==> config.mk <==
export PLATFORM = sky130hd
export DESIGN_NAME = mem_arbiter_rr
export DESIGN_NICKNAME = d
export VERILOG_FILES = /design/src/rtl/mem_arb_pkg.sv /design/src/rtl/rr_pick.sv /design/src/rtl/mem_arbiter_rr.sv
export SDC_FILE = /design/constraint.sdc
export NUM_CORES = 1
export LEC_CHECK = 0
export ABC_AREA = 1
export CORE_UTILIZATION = 46
export CTS_CLUSTER_DIAMETER = 60
export CTS_CLUSTER_SIZE = 16
export DETAILED_ROUTE_END_ITERATION = 8
export PLACE_DENSITY = 0.82
export SKIP_LAST_GASP = 1
export SLEW_MARGIN = 20
export SYNTH_ARGS = -nofsm -noshare
export SYNTH_HDL_FRONTEND = slang
export SYNTH_HIERARCHICAL = 1
export SYNTH_SLANG_ARGS = --single-unit
==> constraint.sdc <==
create_clock -name clk_i -period 3.2 [get_ports clk_i]
set_clock_uncertainty 0.1 [all_clocks]
set_input_delay 0.64 -clock clk_i [delete_from_list [all_inputs] [get_ports clk_i]]
set_output_delay 0.64 -clock clk_i [all_outputs]
set_load 0.005 [all_outputs]
==> src/rtl/mem_arb_pkg.sv <==
// mem_arb_pkg
// Shared definitions for the round-robin memory arbiter:
//   - arb_state_e : arbiter FSM state encoding (IDLE, XFER, WAIT, ACK)
//   - LAT_CW      : width of the read-latency down-counter
//   - slice_lo    : low bit of a per-core slice in a flattened bus
package mem_arb_pkg;

  typedef enum logic [1:0] {
    S_IDLE = 2'd0,
    S_XFER = 2'd1,
    S_WAIT = 2'd2,
    S_ACK  = 2'd3
  } arb_state_e;

  localparam int MIN_CORES  = 2;
  localparam int MAX_CORES  = 8;
  localparam int MAX_RD_LAT = 3;

  // Holds RD_LAT-1 at most, so it must reach MAX_RD_LAT-1.
  localparam int LAT_CW = $clog2(MAX_RD_LAT + 1);

  // Core idx owns bits [slice_lo(idx, width) +: width] of a flattened bus.
  function automatic int slice_lo(input int idx, input int width);
    return idx * width;
  endfunction

endpackage

==> src/rtl/rr_pick.sv <==
// rr_pick
// Combinational round-robin picker. Searches the request vector starting
// at the pointer index and wrapping, and returns the first set request.
// Ports:
//   req_i   : request vector, one bit per core
//   ptr_i   : highest-priority index for this search
//   gnt_o   : one-hot winner (zero when no request)
//   valid_o : at least one request present
module rr_pick
  import mem_arb_pkg::*;
#(
  parameter  int NCORES = 4,
  localparam int PW     = $clog2(NCORES)
) (
  input  logic [NCORES-1:0] req_i,
  input  logic [PW-1:0]     ptr_i,
  output logic [NCORES-1:0] gnt_o,
  output logic              valid_o
);

  logic          found;
  logic [PW-1:0] idx;

  // Walk ptr, ptr+1, ... modulo NCORES; the first hit wins.
  always_comb begin
    gnt_o = '0;
    found = 1'b0;
    idx   = '0;
    for (int k = 0; k < NCORES; k++) begin
      idx = PW'((int'(ptr_i) + k) % NCORES);
      if (!found && req_i[idx]) begin
        gnt_o[idx] = 1'b1;
        found      = 1'b1;
      end
    end
  end

  assign valid_o = |req_i;

endmodule

==> src/rtl/mem_arbiter_rr.sv <==
// mem_arbiter_rr
// Round-robin arbiter giving NCORES cores access to one single-port
// synchronous RAM. Each access is a request/ack handshake: the winner's
// address, data and write flag are latched at grant, a write completes
// after one XFER cycle, a read waits RD_LAT cycles for ram_q, then a
// one-cycle ack pulse returns to the core. Read data is held per core.
// Ports:
//   clk_i, rst_i        : clock, synchronous active-high reset
//   rden_i, wren_i      : per-core read / write request (write wins)
//   addr_i, din_i       : per-core address / write data, flattened
//   dq_o                : per-core read data, flattened
//   ack_o               : per-core one-cycle completion pulse
//   ram_addr_o, ram_din_o, ram_wren_o, ram_q_i : RAM port
//   busy_o              : high whenever a transaction is in progress
module mem_arbiter_rr
  import mem_arb_pkg::*;
#(
  parameter int NCORES = 4,
  parameter int AW     = 8,
  parameter int DW     = 8,
  parameter int RD_LAT = 1
) (
  input  logic                 clk_i,
  input  logic                 rst_i,
  input  logic [NCORES-1:0]    rden_i,
  input  logic [NCORES-1:0]    wren_i,
  input  logic [NCORES*AW-1:0] addr_i,
  input  logic [NCORES*DW-1:0] din_i,
  output logic [NCORES*DW-1:0] dq_o,
  output logic [NCORES-1:0]    ack_o,
  output logic [AW-1:0]        ram_addr_o,
  output logic [DW-1:0]        ram_din_o,
  output logic                 ram_wren_o,
  input  logic [DW-1:0]        ram_q_i,
  output logic                 busy_o
);

  localparam int PW = $clog2(NCORES);

  arb_state_e          state_q, state_d;
  logic [PW-1:0]       ptr_q, ptr_d;
  logic [PW-1:0]       gidx_q, gidx_d;
  logic                isw_q, isw_d;
  logic [LAT_CW-1:0]   cnt_q, cnt_d;
  logic [AW-1:0]       ram_addr_q, ram_addr_d;
  logic [DW-1:0]       ram_din_q, ram_din_d;
  logic                ram_wren_q, ram_wren_d;
  logic [NCORES*DW-1:0] dq_q, dq_d;

  logic [NCORES-1:0]   req;
  logic [NCORES-1:0]   pick_gnt;
  logic                pick_valid;
  logic [PW-1:0]       pick_idx;

  assign req = rden_i | wren_i;

  rr_pick #(
    .NCORES (NCORES)
  ) u_pick (
    .req_i   (req),
    .ptr_i   (ptr_q),
    .gnt_o   (pick_gnt),
    .valid_o (pick_valid)
  );

  // Binary index of the one-hot winner.
  always_comb begin
    pick_idx = '0;
    for (int i = 0; i < NCORES; i++) begin
      if (pick_gnt[i]) pick_idx = PW'(i);
    end
  end

  always_ff @(posedge clk_i) begin
    if (rst_i) begin
      state_q    <= S_IDLE;
      ptr_q      <= '0;
      gidx_q     <= '0;
      isw_q      <= 1'b0;
      cnt_q      <= '0;
      ram_addr_q <= '0;
      ram_din_q  <= '0;
      ram_wren_q <= 1'b0;
      dq_q       <= '0;
    end else begin
      state_q    <= state_d;
      ptr_q      <= ptr_d;
      gidx_q     <= gidx_d;
      isw_q      <= isw_d;
      cnt_q      <= cnt_d;
      ram_addr_q <= ram_addr_d;
      ram_din_q  <= ram_din_d;
      ram_wren_q <= ram_wren_d;
      dq_q       <= dq_d;
    end
  end

  // ram_wren defaults low so it is high only in the XFER cycle of a write.
  // The core's slice is sampled once at grant; later changes are ignored.
  always_comb begin
    state_d    = state_q;
    ptr_d      = ptr_q;
    gidx_d     = gidx_q;
    isw_d      = isw_q;
    cnt_d      = cnt_q;
    ram_addr_d = ram_addr_q;
    ram_din_d  = ram_din_q;
    ram_wren_d = 1'b0;
    dq_d       = dq_q;
    case (state_q)
      S_IDLE: begin
        if (pick_valid) begin
          state_d    = S_XFER;
          gidx_d     = pick_idx;
          isw_d      = wren_i[pick_idx];
          ram_wren_d = wren_i[pick_idx];
          ram_addr_d = addr_i[slice_lo(int'(pick_idx), AW) +: AW];
          ram_din_d  = din_i[slice_lo(int'(pick_idx), DW) +: DW];
          ptr_d      = (pick_idx == PW'(NCORES - 1)) ? '0 : pick_idx + 1'b1;
        end
      end
      S_XFER: begin
        if (isw_q) begin
          state_d = S_ACK;
        end else begin
          state_d = S_WAIT;
          cnt_d   = LAT_CW'(RD_LAT - 1);
        end
      end
      S_WAIT: begin
        if (cnt_q == '0) begin
          dq_d[slice_lo(int'(gidx_q), DW) +: DW] = ram_q_i;
          state_d = S_ACK;
        end else begin
          cnt_d = cnt_q - 1'b1;
        end
      end
      S_ACK: begin
        state_d = S_IDLE;
      end
      default: begin
        state_d = S_IDLE;
      end
    endcase
  end

  assign ack_o      = (state_q == S_ACK) ? (NCORES'(1) << gidx_q) : '0;
  assign busy_o     = (state_q != S_IDLE);
  assign ram_addr_o = ram_addr_q;
  assign ram_din_o  = ram_din_q;
  assign ram_wren_o = ram_wren_q;
  assign dq_o       = dq_q;

endmodule

==> summary.txt <==
Status = finished, final reports clean
GRT Total Usage = 25.24%
Initial antenna violation count = 0
Die area = 8475 um^2
Max Slew Vio Count = 0
Tightest hold margin = 0.3681 ns
Layout cell share with drive strength beyond 1 = 7.545%
Routed wl met3 = 622 um
Reg clk slew, reported paths = 0.07 ns
Post-DP Area = 5146 um^2
Setup_tns = 0 ns
Max_cap viols = 0
DRC = 0
Worst slew pin tran = 1.012 ns
CP top delay family = simple AND/OR/NAND/NOR gates
Worst path most repeated cell = nand2_4
Comb power frac = 61.5%
Final Hold Vio Count = 0
Largest net degree at the start of global routing = 40
Worst path arrival time = 3.04 ns
Pwr Density = 858.2 nW/um^2
Fillers = 645
Maximum clock frequency = 0.3497 GHz
Part of the power in the clock network = 16.2%
Crit. End Element = flop
Root Driver = clkbuf_8
Top layer reached by signal wires = met4
Switch share = 46.41%
Final ANT Viol Nets = 0
Antenna fix cells = 0
Crit path kind = reg2reg
Critical Path RT = 3.38 ns
Vias in the first global route = 3,908
Starting density of the core = 48.03%
Maximum VDD drop = 0.4998 mV
Nets = 826
Hold_buf cts = 0
Synthesized cell area = 3731 um^2
Design Area, Final = 5364 um^2
Switching power total = 2.136 mW
Metal2 WL = 5194 um
Top Ports = 136
Drt total wl = 10,380 um
Multi-input logic area = 2087 um^2
IO buf count = 135
DRT Pass-1 Iters = 5
CTS tree = yes
Cells after synthesis = 595
Core ar. = 7767 um^2
Grt ovf = 0
# rows = 32
Post-CTS Setup Bufs = 0
Cell Chain, Critical Path = inv_2 > ha_1 > inv_1 > nand3_1 > nand2_1 > nand2_4 > nor2_4 > nand2_1 > nand3_1 > inv_2 > nand2_4 > nand2_4 > a21oi_1 > nor2_1 > nor2_1
DRT met1 WL = 4326 um
Total number of vias = 4,104
Sequential share of power = 22.3%
CTS sink count = 58
CP peak stage delay = 0.57 ns
Period Utilization, post-route = 89.37%
Total power = 4.603 mW
Global-route wire length before repair = 17,260 um
FF/Latch Area = 1161 um^2
Hpwl dp = 7890 um
Yosys warns = 6
Clock latency on the worst-skew pair = 0.34 ns
CTS Buf Count = 9
Wire per inst = 12.49 um
Clk buf depth = 2
Post-CTS sizing = 0
Initial detailed-routing violation count = 222
Slowest library cell on the worst path = dfxtp_1
Max-slew headroom at the worst pin = 32.45%
Via/cell ratio = 4.939
Die Width = 92.06 um
Area Overhead vs Synth = 43.76%
Int Power = 2.467 mW
Setup repair after global routing missed its margin = false
Setup violations, final = 0
Leakage = 2.599 nW
GPL Wtd Cong = 0.8790
Critical path startpoint category = flop
CTS HTree Levels = 3
Avg Inst Size Synth = 6.271 um^2
Buf/Inv on CP = 3
Max Fanout on Critical Path = 19
Die Ht = 92.06 um
Post-synth net total = 696
Final Critical Period = 2.860 ns
HP Class = reg2reg
cell type report:
class                           count  area share (%)
Multi-Input combinational cell    421           38.91
Timing Repair Buffer              140           26.36
Sequential cell                    58           21.65
Inverter                           95           6.648
Clock buffer                       11           2.636
Tap cell                          102           2.379
Clock inverter                      4           1.423
placed cells by master, fill, tap and decap left out, types with 8 or more instances in the layout:
master,instances
a21oi_1,47
a21oi_2,8
clkbuf_8,10
clkdlybuf4s50_1,135
dfxtp_1,58
ha_1,19
inv_1,89
nand2_1,150
nand3_1,53
nor2_1,81
o21ai_0,37
tightest hold or removal path: cells and delay by family (launching register included):
family             cells  cell delay [ns]
DFF                    1             0.31
AOI/OAI and AO/OA      1             0.05
and+or+nand+nor        1             0.06
routing by layer:
metal  vias to the layer above  track usage [%]
li1                       2106                -
met1                      1835            28.36
met2                       143            46.02
met3                        20            6.716
met4                         0            7.943
met5                         -                0
sequential cells by signal, summed over array words and instances, names as in the netlist:
name        flops
state_q         2
gidx_q          2
dq_o           32
ram_addr_o      8
isw_q           1
ptr_q           2
cnt_q           2
ram_wren_o      1
ram_din_o       8
power by group through the flow:
stage                     combinational (mW)  sequential, mW  clock (mW)
after detailed placement                2.81            1.03           0
final                                   2.83            1.03       0.744
after CTS                               2.83            1.02       0.750
after floorplan                         2.04            1.01           0
after global placement                  2.74            1.03           0
after global routing                    3.19            1.04       0.781
through the flow:
step	cells	utilization (%)	setup WS, ns
floorplan	595	-	0.7638
global placement	816	66.25	0.1055
detailed placement	816	66.25	0.02984
CTS	831	69.06	0.3606
global route	831	69.06	0.03407
finish	831	69.06	0.3402
path summary, 6_finish.rpt:
| kind | start | endpoint | slack [ns] | depth (start not counted) |
|---|---|---|---|---|
| max | ptr_q[0] | ram_din_o[2] | 0.34 | 15 |
| min reg2reg | dq_o[28] | dq_o[28] | 0.37 | 2 |
| max reg2reg | ptr_q[0] | ram_din_o[2] | 0.34 | 15 |
| min | dq_o[28] | dq_o[28] | 0.37 | 2 |
No activity file was read; power rests on OpenSTA's default activity.
